### src/rtl/secuenciador_alsu.sv
// Sequencer for the 16-bit ALU: fetches operands from the register bank, runs one
// instruction at a time, derives the overflow flag and writes the result back.
module secuenciador_alsu #(
  parameter int ANCHO     = 16,
  parameter int ANCHO_DIR = 4
) (
  input  logic                       Reloj,
  input  logic                       Reset_n,
  input  logic                       InstrValida,
  input  logic [4+3*ANCHO_DIR-1:0]   Instruccion,
  output logic                       InstrLista,
  output logic [ANCHO_DIR-1:0]       DirLecturaA,
  output logic [ANCHO_DIR-1:0]       DirLecturaB,
  input  logic [ANCHO-1:0]           DatoLecturaA,
  input  logic [ANCHO-1:0]           DatoLecturaB,
  output logic [ANCHO-1:0]           AluEntradaA,
  output logic [ANCHO-1:0]           AluEntradaB,
  output logic [3:0]                 AluSelector,
  input  logic [ANCHO-1:0]           AluSalida,
  input  logic                       AluAcarreo,
  input  logic                       AluDesbordamiento,
  output logic                       EscrituraHab,
  output logic [ANCHO_DIR-1:0]       DirEscritura,
  output logic [ANCHO-1:0]           DatoEscritura,
  output logic [3:0]                 Status,
  output logic                       Hecho,
  output logic                       Ilegal
);

  localparam int ANCHO_INSTR = 4 + 3*ANCHO_DIR;

  typedef enum logic [2:0] {IDLE, LEER, CARGAR, OPERAR, ESCRIBIR} estado_t;

  estado_t                 state_reg, state_next;
  logic [ANCHO_INSTR-1:0]  instr_reg;
  logic [ANCHO-1:0]        op_a_reg, op_b_reg, result_reg;
  logic                    carry_reg, sign_a_reg, sign_b_reg;
  logic [3:0]              status_reg, status_next;

  logic [3:0] opcode;
  logic       is_illegal, is_test, uses_carry, is_add, is_sub, b_is_one;
  logic       unused_desbordamiento;

  // The ALU never drives a meaningful overflow; it is recomputed here instead.
  assign unused_desbordamiento = AluDesbordamiento;

  assign opcode       = instr_reg[ANCHO_INSTR-1 -: 4];
  assign DirEscritura = instr_reg[3*ANCHO_DIR-1 -: ANCHO_DIR];
  assign DirLecturaA  = instr_reg[2*ANCHO_DIR-1 -: ANCHO_DIR];
  assign DirLecturaB  = instr_reg[ANCHO_DIR-1:0];
  assign AluSelector  = opcode;
  assign AluEntradaA  = op_a_reg;
  assign AluEntradaB  = op_b_reg;
  assign DatoEscritura = result_reg;
  assign Status       = status_reg;

  always_comb begin
    is_illegal = (opcode == 4'b1001) || (opcode == 4'b1011);
    is_test    = (opcode == 4'b1010);
    is_add     = (opcode == 4'b0101) || (opcode == 4'b0111);
    is_sub     = (opcode == 4'b0100) || (opcode == 4'b0110) || is_test;
    b_is_one   = (opcode == 4'b0100) || (opcode == 4'b0111);
    uses_carry = is_add || is_sub || (opcode[3:2] == 2'b11);
  end

  // V uses the sign of the effective second operand (+1 for INC/DEC).
  always_comb begin
    status_next[3] = result_reg[ANCHO-1];
    status_next[2] = (result_reg == '0);
    status_next[1] = uses_carry ? carry_reg : status_reg[1];
    if (is_add)
      status_next[0] = (sign_a_reg == sign_b_reg) && (result_reg[ANCHO-1] != sign_a_reg);
    else if (is_sub)
      status_next[0] = (sign_a_reg != sign_b_reg) && (result_reg[ANCHO-1] != sign_a_reg);
    else
      status_next[0] = status_reg[0];
  end

  always_ff @(posedge Reloj or negedge Reset_n) begin
    if (!Reset_n) begin
      state_reg  <= IDLE;
      instr_reg  <= '0;
      op_a_reg   <= '0;
      op_b_reg   <= '0;
      result_reg <= '0;
      carry_reg  <= 1'b0;
      sign_a_reg <= 1'b0;
      sign_b_reg <= 1'b0;
      status_reg <= '0;
    end else begin
      state_reg <= state_next;
      if (state_reg == IDLE && InstrValida)
        instr_reg <= Instruccion;
      if (state_reg == CARGAR) begin
        op_a_reg <= DatoLecturaA;
        op_b_reg <= DatoLecturaB;
      end
      if (state_reg == OPERAR) begin
        result_reg <= AluSalida;
        // Carry may float on logic ops, so it is only sampled where it means something.
        carry_reg  <= uses_carry ? AluAcarreo : 1'b0;
        sign_a_reg <= op_a_reg[ANCHO-1];
        sign_b_reg <= b_is_one ? 1'b0 : op_b_reg[ANCHO-1];
      end
      if (state_reg == ESCRIBIR && !is_illegal)
        status_reg <= status_next;
    end
  end

  always_comb begin
    state_next   = state_reg;
    InstrLista   = 1'b0;
    Hecho        = 1'b0;
    Ilegal       = 1'b0;
    EscrituraHab = 1'b0;
    case (state_reg)
      IDLE: begin
        InstrLista = 1'b1;
        if (InstrValida) state_next = LEER;
      end
      LEER:   state_next = CARGAR;
      CARGAR: state_next = OPERAR;
      OPERAR: state_next = ESCRIBIR;
      ESCRIBIR: begin
        Hecho        = 1'b1;
        Ilegal       = is_illegal;
        EscrituraHab = !is_illegal && !is_test;
        state_next   = IDLE;
      end
      default: state_next = IDLE;
    endcase
  end

endmodule

### config.mk
export PLATFORM = sky130hd
export DESIGN_NAME = secuenciador_alsu
export DESIGN_NICKNAME = d
export VERILOG_FILES = /design/src/rtl/secuenciador_alsu.sv
export SDC_FILE = /design/constraint.sdc
export NUM_CORES = 1
export LEC_CHECK = 0
export BUFFER_PORTS_ARGS = -buffer_cell sky130_fd_sc_hd__buf_2
export CAP_MARGIN = 5
export CORE_AREA = 8 8 94 96
export DETAILED_ROUTE_END_ITERATION = 8
export DIE_AREA = 0 0 102 104
export GPL_TIMING_DRIVEN = 0
export PLACE_DENSITY = 0.85
export SYNTH_ARGS = -nofsm -noshare
export SYNTH_HDL_FRONTEND = slang
export SYNTH_SLANG_ARGS = --single-unit
### constraint.sdc
create_clock -name Reloj -period 1.5 [get_ports Reloj]
set_clock_uncertainty 0.1 [all_clocks]
set_input_delay 0 -clock Reloj [delete_from_list [all_inputs] [get_ports Reloj]]
set_output_delay 0 -clock Reloj [all_outputs]
set_load 0.02 [all_outputs]
==> key figures, run 1 <==
Outcome
  • Result of the run: finished, violations left
  • Failing checks: negative setup slack

Place
  • Setup slack after placement: -0.1757 ns
  • Half-perimeter wire length after detailed placement: 5653 µm
  • Number of instances in the placed design: approximately 470
  • Number of I/O port buffers: 139
  • Routability Congestion: just over 0.7

Power and ir drop
  • Power Dens Cells: 2223 nW/µm²
  • Worst-case vdd ir drop: 1.145 mV
  • Power share of the combinational group: 0.534
  • Internal: between 6000 and 7000 µW
  • Static leakage power: 0.002593 µW
  • Switching power summed over all nets: 4386 µW
  • Net switching share of the total power: 0.3870
  • Clk network pwr share: 0.139
  • Seq pwr share: 0.327

Floorplan
  • Initial core utilization: 0.4041
  • Top-level port count: 141
  • Die Y-Extent: 104 µm
  • Std-Cell Rows: 32
  • Floorplan die area: 10610 µm²
  • Die Wd: slightly above 100 µm
  • Placeable core area: 7447 µm²

Routing
  • Routed met1 length: about 3600 µm
  • Drt pass-1 iters: 4
  • Top Layer Used: met4
  • Routed wirelength normalized by instance count: 15.97 µm
  • First-iteration detailed-routing DRC count: 104
  • Antenna Violating Nets Remaining: 0
  • Sum of met2 wire segment lengths after detailed routing: 4614 µm
  • Met3 routed wirelength: ~660 µm
  • Via count: 2596
  • Vias per cell: 4.578
  • Total routed wirelength: between 9000 and 10000 µm
  • Number of design rule violations left after detail routing: 0

GRT
  • Aggregate global routing overflow: 0
  • Overall track demand over capacity in global routing: 0.1727
  • Via count of the first global-routing pass: 2996
  • Largest net degree at the start of global routing: 75
  • Wire length of the first global-routing pass: 14570 µm
  • Number of antenna violations at the first check in global routing: 1

Logic synthesis
  • Synthesis warning total: 0
  • Compound-Gate Fraction of Synth Area: 0.01040
  • Prevailing post-synth register cell: dfrtp_1
  • Area share of and/or/nand/nor cells after synthesis: 0.1277
  • Sequential-to-total area share from yosys stat: 0.6154
  • Fraction of synthesized cell area in xor and xnor cells: 0.008732
  • Synthesized netlist net count: 296
  • Area share of the largest cell type after synthesis: 0.6154
  • Async set or reset register ratio after synthesis: 1.000
  • Count of flip-flops with a built-in enable after synthesis: 0
  • Post-synthesis share of cell area spent on full adders, half adders and majority gates: 0
  • Count of different cell masters after synthesis: 30
  • Library cell occupying the most area in the post-synthesis netlist: dfrtp_1
  • Dominant combinational cell family by area after synthesis: multiplexers
  • Post-synthesis cell count: 227
  • Post-synthesis sequential element count: 74
  • Multiplexer share of the synthesized area: 0.2062
  • Top cells by count, synth: dfrtp_1 (74), nand2_1 (56), mux2_2 (38)
  • Syn avg cell area: ~13 µm²
  • Cells taking the most area after synthesis: dfrtp_1 (62%), mux2_2 (14%), nand2_1 (7.0%)
  • Most frequently used cell type in the post-synthesis netlist: dfrtp_1
  • Post-Syn Area: 3009 µm²

Timing
  • Max-Slew Margin vs Limit: 0.3892
  • Portion of the clock cycle consumed by the worst path in the final layout: 1.096
  • Achievable Freq: 608.2 MHz
  • Tmin final: 1.644 ns
  • Hold violation count in the final report: 0
  • Final worst setup slack: -0.1441 ns
  • Unrepaired setup endpoints after global routing: true
  • Setup-failing EPs final: 53
  • Slew Viols, Final: 0
  • Worst Max-Slew Pin Slew: 0.9162 ns

Final layout
  • Number of nets in the final layout: 528
  • Number of cells in the finished layout apart from fillers: 567
  • Area delta synth->final: 69.40%
  • Layout cell share with drive strength beyond 1: 0.5108

Worst setup path
  • Capturing instance or port of the critical path: instr_reg[12]
  • Cell class contributing the biggest share of worst-path delay: buffers and inverters
  • CP max stage cell: dfrtp_1
  • Chain of cells forming the critical path: buf_6 > nor3_4 > and2_4 > buf_6 > buf_12 > buf_12 > mux2_4
  • Data required, critical path: approximately 1.6 ns
  • CP arrival: approximately 1.8 ns
  • Stages on worst setup path: 7
  • Setup slack on the worst flop-to-flop path: -0.14 ns
  • Type of destination of the critical path: flop
  • Stage delay of the slowest cell on the critical path: approximately 0.37 ns
  • Reg2Reg Launch Point: state_reg[0]
  • Worst Setup SP: state_reg[0]
  • Endpoint of the worst register-to-register path: instr_reg[12]
  • Largest fanout of any net on the critical path: 5
  • Category of the critical setup timing path: flop to flop
  • Depth of the worst register-to-register path: 7
  • Critical path buffer and inverter count: 4
  • Startpoint types: flop

Hold path
  • Min-delay worst type: primary input to asynchronous set/reset pin

Clock network
  • Clock insertion delay at the later pin of the skew report: between 0.3 and 0.4 ns
  • H-Tree Level Count: 3
  • Count of clock tree sinks: 74
  • Reg clk slew, reported paths: 0.08 ns
  • Root buffer cell: clkbuf_8
  • TritonCTS clock tree: built
  • Deepest clock path buffer count: 2
  • Number of clock buffers inserted by TritonCTS: 9

Run
  • Max-Cap Viols: 0
layout by cell type (no fill, tap or decap), types with 2 or more instances in the layout:
cell type | netlist | layout
nand2b_1 | 2 | 2
nor4_1 | 4 | 4
buf_6 | 4 | 10
o21ai_0 | 4 | 4
clkinvlp_4 | 0 | 2
nand2_1 | 56 | 56
xor2_1 | 2 | 2
nor2_1 | 2 | 2
nor2b_1 | 3 | 3
buf_12 | 0 | 6
mux2_2 | 38 | 6
buf_2 | 1 | 135
nand3b_1 | 3 | 3
nand3_1 | 2 | 2
buf_4 | 2 | 12
mux2_4 | 10 | 44
dfrtp_2 | 0 | 2
nor3b_4 | 2 | 2
clkbuf_8 | 0 | 11
mux2i_1 | 2 | 2
dfrtp_1 | 74 | 72
dlygate4sd3_1 | 0 | 67
cells by family after synthesis:
| group | count (synthesis) |
|---|---|
| simple gates | 80 |
| flops | 74 |
| mux | 52 |
| buf+inv | 12 |
| compound gates | 6 |
| xor+xnor | 3 |
metal layers:
layer  up-vias  GRT usage
li1       1225          -
met1      1255     0.1913
met2        99     0.2996
met3        17    0.05154
met4         0    0.06401
met5         -          0
final cells by class:
class	instances	area [µm²]
Antenna cell	1	2.502
Buffer	9	125.1
Clock buffer	12	155.1
Clock inverter	4	50.05
Fill cell	542	2350
Inverter	2	10.01
Multi-Input combinational cell	141	1204
Sequential cell	74	1854
Tap cell	102	127.6
Timing Repair Buffer	222	1569
stage by stage:
stage | TNS, ns | instance area [µm²] | power (µW) | hold WS [ns] | util
CTS | -4.129 | 5037 | 11210 | 0.2657 | 0.6764
finish | -4.704 | 5097 | 11330 | 0.2433 | 0.6845
floorplan | -3.333 | 3131 | 7346 | -0.3956 | -
detailed placement | -6.024 | 3956 | 8992 | 0.09321 | 0.5313
global route | -7.871 | 5097 | 12050 | 0.2933 | 0.6845
global placement | -7.939 | 3954 | 8819 | 0.08853 | 0.5309
power by group through the flow:
stage,clock network [µW],logic (µW),registers (µW)
2_1_floorplan,0,2560,4790
3_3_place_gp,0,5150,3670
3_5_place_dp,0,5240,3750
4_1_cts,1620,5900,3690
5_1_grt,1700,6480,3860
6_report,1580,6050,3710
timing repair:
item,in CTS,in global routing
pin swaps,5,2
gates resized for setup,22,15
hold buffers,67,0
setup buffers,11,4
cloned,1,1
endpoints found under the hold margin,140,0
endpoints found under the setup margin,57,71
worst min-delay path by stage:
stage / startpoint / endpoint / slack [ns] / depth (start not counted)
6_report: Reset_n / AluEntradaA[0] / 0.24 / 2
5_1_grt: AluSalida[9] / DatoEscritura[9] / 0.29 / 4
4_1_cts: AluSalida[8] / DatoEscritura[8] / 0.27 / 4
3_5_place_dp: AluSalida[3] / DatoEscritura[3] / 0.09 / 3
3_3_place_gp: AluSalida[14] / DatoEscritura[14] / 0.09 / 3
2_1_floorplan: Reset_n / AluEntradaA[0] / -0.40 / 0
Power figures use the tool's default switching activity.
==> run 2, diff against run 1 <==
Settings changed: PLACE_DENSITY 0.85 to 0.76.
==> run 2 against run 1 <==
Against the previous run:
- combinational power grew 1%
- non-clock buffer count shrank 1
- critical path depth fell by 2
- the flow still finishes with violations (negative setup slack)
- design area rose by 1.3%
- critical endpoint is now instr_reg[8]
==> key figures, run 2 (same netlist as run 1, synthesis figures left out) <==
Floorplan
  • Top-level port count: around 140
  • Die Wd: approximately 100 µm
  • Placeable core area: between 7000 and 8000 µm²
  • Die Y-Extent: 104 µm
  • Std-Cell Rows: 32
  • Floorplan die area: 10610 µm²
  • Initial core utilization: 0.4041

Clock network
  • Reg clk slew, reported paths: 0.08 ns
  • Deepest clock path buffer count: 2
  • TritonCTS clock tree: built
  • Root buffer cell: clkbuf_8
  • H-Tree Level Count: 3
  • Clock insertion delay at the later pin of the skew report: between 0.3 and 0.4 ns
  • Number of clock buffers inserted by TritonCTS: 9
  • Count of clock tree sinks: 74

Final layout
  • Number of nets in the final layout: 527
  • Final cell utilization of the core: 0.6930
  • Layout cell share with drive strength beyond 1: 0.5140
  • Most common cell after layout, fill and taps aside: buf_2
  • Area delta synth->final: 71.52%
  • Final instance area: 5161 µm²
  • Highest-count cells in the layout ignoring fill and taps: buf_2 (135), dfrtp_1 (72), dlygate4sd3_1 (67), nand2_1 (55), mux2_4 (48)
  • Number of inserted diodes: 0

Worst setup path
  • Data required, critical path: 1.62 ns
  • Reg2Reg Launch Point: state_reg[0]
  • Critical path buffer and inverter count: 2
  • CP arrival: ~1.7 ns
  • Setup slack on the worst flop-to-flop path: -0.1 ns
  • CP max stage cell: dfrtp_1
  • Cell class contributing the biggest share of worst-path delay: simple AND/OR/NAND/NOR gates
  • Startpoint types: flop
  • Category of the critical setup timing path: flop to flop
  • Depth of the worst register-to-register path: 5
  • Stage delay of the slowest cell on the critical path: approximately 0.38 ns
  • Type of destination of the critical path: flop
  • Worst Setup SP: state_reg[0]
  • Largest fanout of any net on the critical path: 5
  • Endpoint of the worst register-to-register path: instr_reg[8]
  • Chain of cells forming the critical path: buf_6 > nor3_4 > and2_4 > clkbuf_16 > mux2_4

Timing
  • Setup TNS Final: -2.912 ns
  • Setup-failing EPs final: 52
  • Slew Viols, Final: 0
  • Tmin final: 1.600 ns
  • Unrepaired setup endpoints after global routing: true
  • Worst Max-Slew Pin Slew: around 0.92 ns
  • Achievable Freq: 625.2 MHz
  • Hold violation count in the final report: 0
  • Portion of the clock cycle consumed by the worst path in the final layout: 1.066
  • Final worst setup slack: -0.09957 ns
  • Max-Slew Margin vs Limit: 0.3892

GRT
  • Most crowded layer after global routing: met2
  • GR Layer Usage met2: 0.3326
  • Overall track demand over capacity in global routing: 0.1854
  • Wire length of the first global-routing pass: 15320 µm
  • Largest net degree at the start of global routing: 75
  • Number of antenna violations at the first check in global routing: 0
  • Aggregate global routing overflow: 0
  • Met3 track demand over resource: 0.05087
  • Via count of the first global-routing pass: about 3000
  • GR Layer Usage met1: 0.1992

Power and ir drop
  • Worst-case vdd ir drop: 1.286 mV
  • Net switching share of the total power: 0.3844
  • Seq pwr share: 0.321
  • Power share of the combinational group: 0.520
  • Internal: roughly 7300 µW
  • Power Dens Cells: 2282 nW/µm²
  • Switching power summed over all nets: 4528 µW
  • Clk network pwr share: 0.159
  • Total design power: 11780 µW
  • Static leakage power: ~0.0026 µW

Hold path
  • Min-delay worst type: primary input to asynchronous set/reset pin

Routing
  • Antenna Violating Nets Remaining: 0
  • Drt pass-1 iters: 4
  • Number of design rule violations left after detail routing: 0
  • Total routed wirelength: between 9000 and 10000 µm
  • Vias per cell: 4.535
  • Via count: 2562
  • First-iteration detailed-routing DRC count: 50
  • Routed wirelength normalized by instance count: between 15 and 20 µm

Place
  • Half-perimeter wire length after detailed placement: 5716 µm
  • Placed cell areas: between 3000 and 4000 µm²
  • Routability Congestion: around 0.7
  • Number of I/O port buffers: around 140

Outcome
  • Failing checks: negative setup slack
  • Result of the run: finished, violations left

Run
  • Max-Cap Viols: 0
[run 2: cell types whose count changed in the layout (fill, tap and decap cells not counted), moves of 2 or more]
cell,delta
mux2_2,-4
clkinv_4,+2
bufinv_16,+2
buf_12,-2
mux2_4,+4
buf_6,+4
clkbuf_8,-2
buf_4,-6
buf_8,+3
[run 2: worst max path at each step]
| stage | cells past startpoint | to |
|---|---|---|
| final | 5 | instr_reg[8] |
| after global routing | 4 | Ilegal |
| after CTS | 6 | AluEntradaB[0] |
| after detailed placement | 4 | AluEntradaA[0] |
| after global placement | 1 | state_reg[2] |
| after floorplan | 5 | instr_reg[10] |
[run 2: worst register-to-register path: stages, from the launching register on]
cell and delay, ns:
dfrtp_1 0.38, buf_6 0.14, nor3_4 0.18, and2_4 0.23, clkbuf_16 0.17, mux2_4 0.29
[run 2: timing repair]
action	in CTS	in global routing
setup endpoints to repair	60	72
gates cloned	3	1
pin swaps	3	5
gates resized for setup	35	23
hold buffers	67	0
setup buffers	14	2
endpoints found under the hold margin	140	0
[run 2: cell type report]
type                            count  area [µm²]
Inverter                            2       10.01
Fill cell                         535        2286
Clock inverter                      6       115.1
Tap cell                          102       127.6
Multi-Input combinational cell    141        1227
Clock buffer                       10       127.6
Timing Repair Buffer              223        1610
Buffer                              7       88.84
Sequential cell                    74        1854
[run 2: routing by layer]
layer	wire length (µm)	up-vias
li1	-	1223
met1	3759	1239
met2	5041	84
met3	624	16
met4	161	0
met5	0	-
[run 2: through the flow]
stage / setup slack (ns) / std cells / hold slack (ns)
floorplan: -0.2087 / 227 / -0.3956
global placement: -0.2122 / 468 / 0.09033
detailed placement: -0.2093 / 468 / 0.09327
CTS: -0.1373 / 568 / 0.2531
global route: -0.1836 / 565 / 0.2822
finish: -0.09957 / 565 / 0.2292
[run 2: power groups by stage]
stage | logic (µW) | registers [µW] | clock network (µW)
finish | 6130 | 3780 | 1880
global placement | 5150 | 3680 | 0
detailed placement | 5240 | 3760 | 0
global route | 6540 | 3910 | 2010
CTS | 6320 | 3730 | 1920
floorplan | 2560 | 4790 | 0
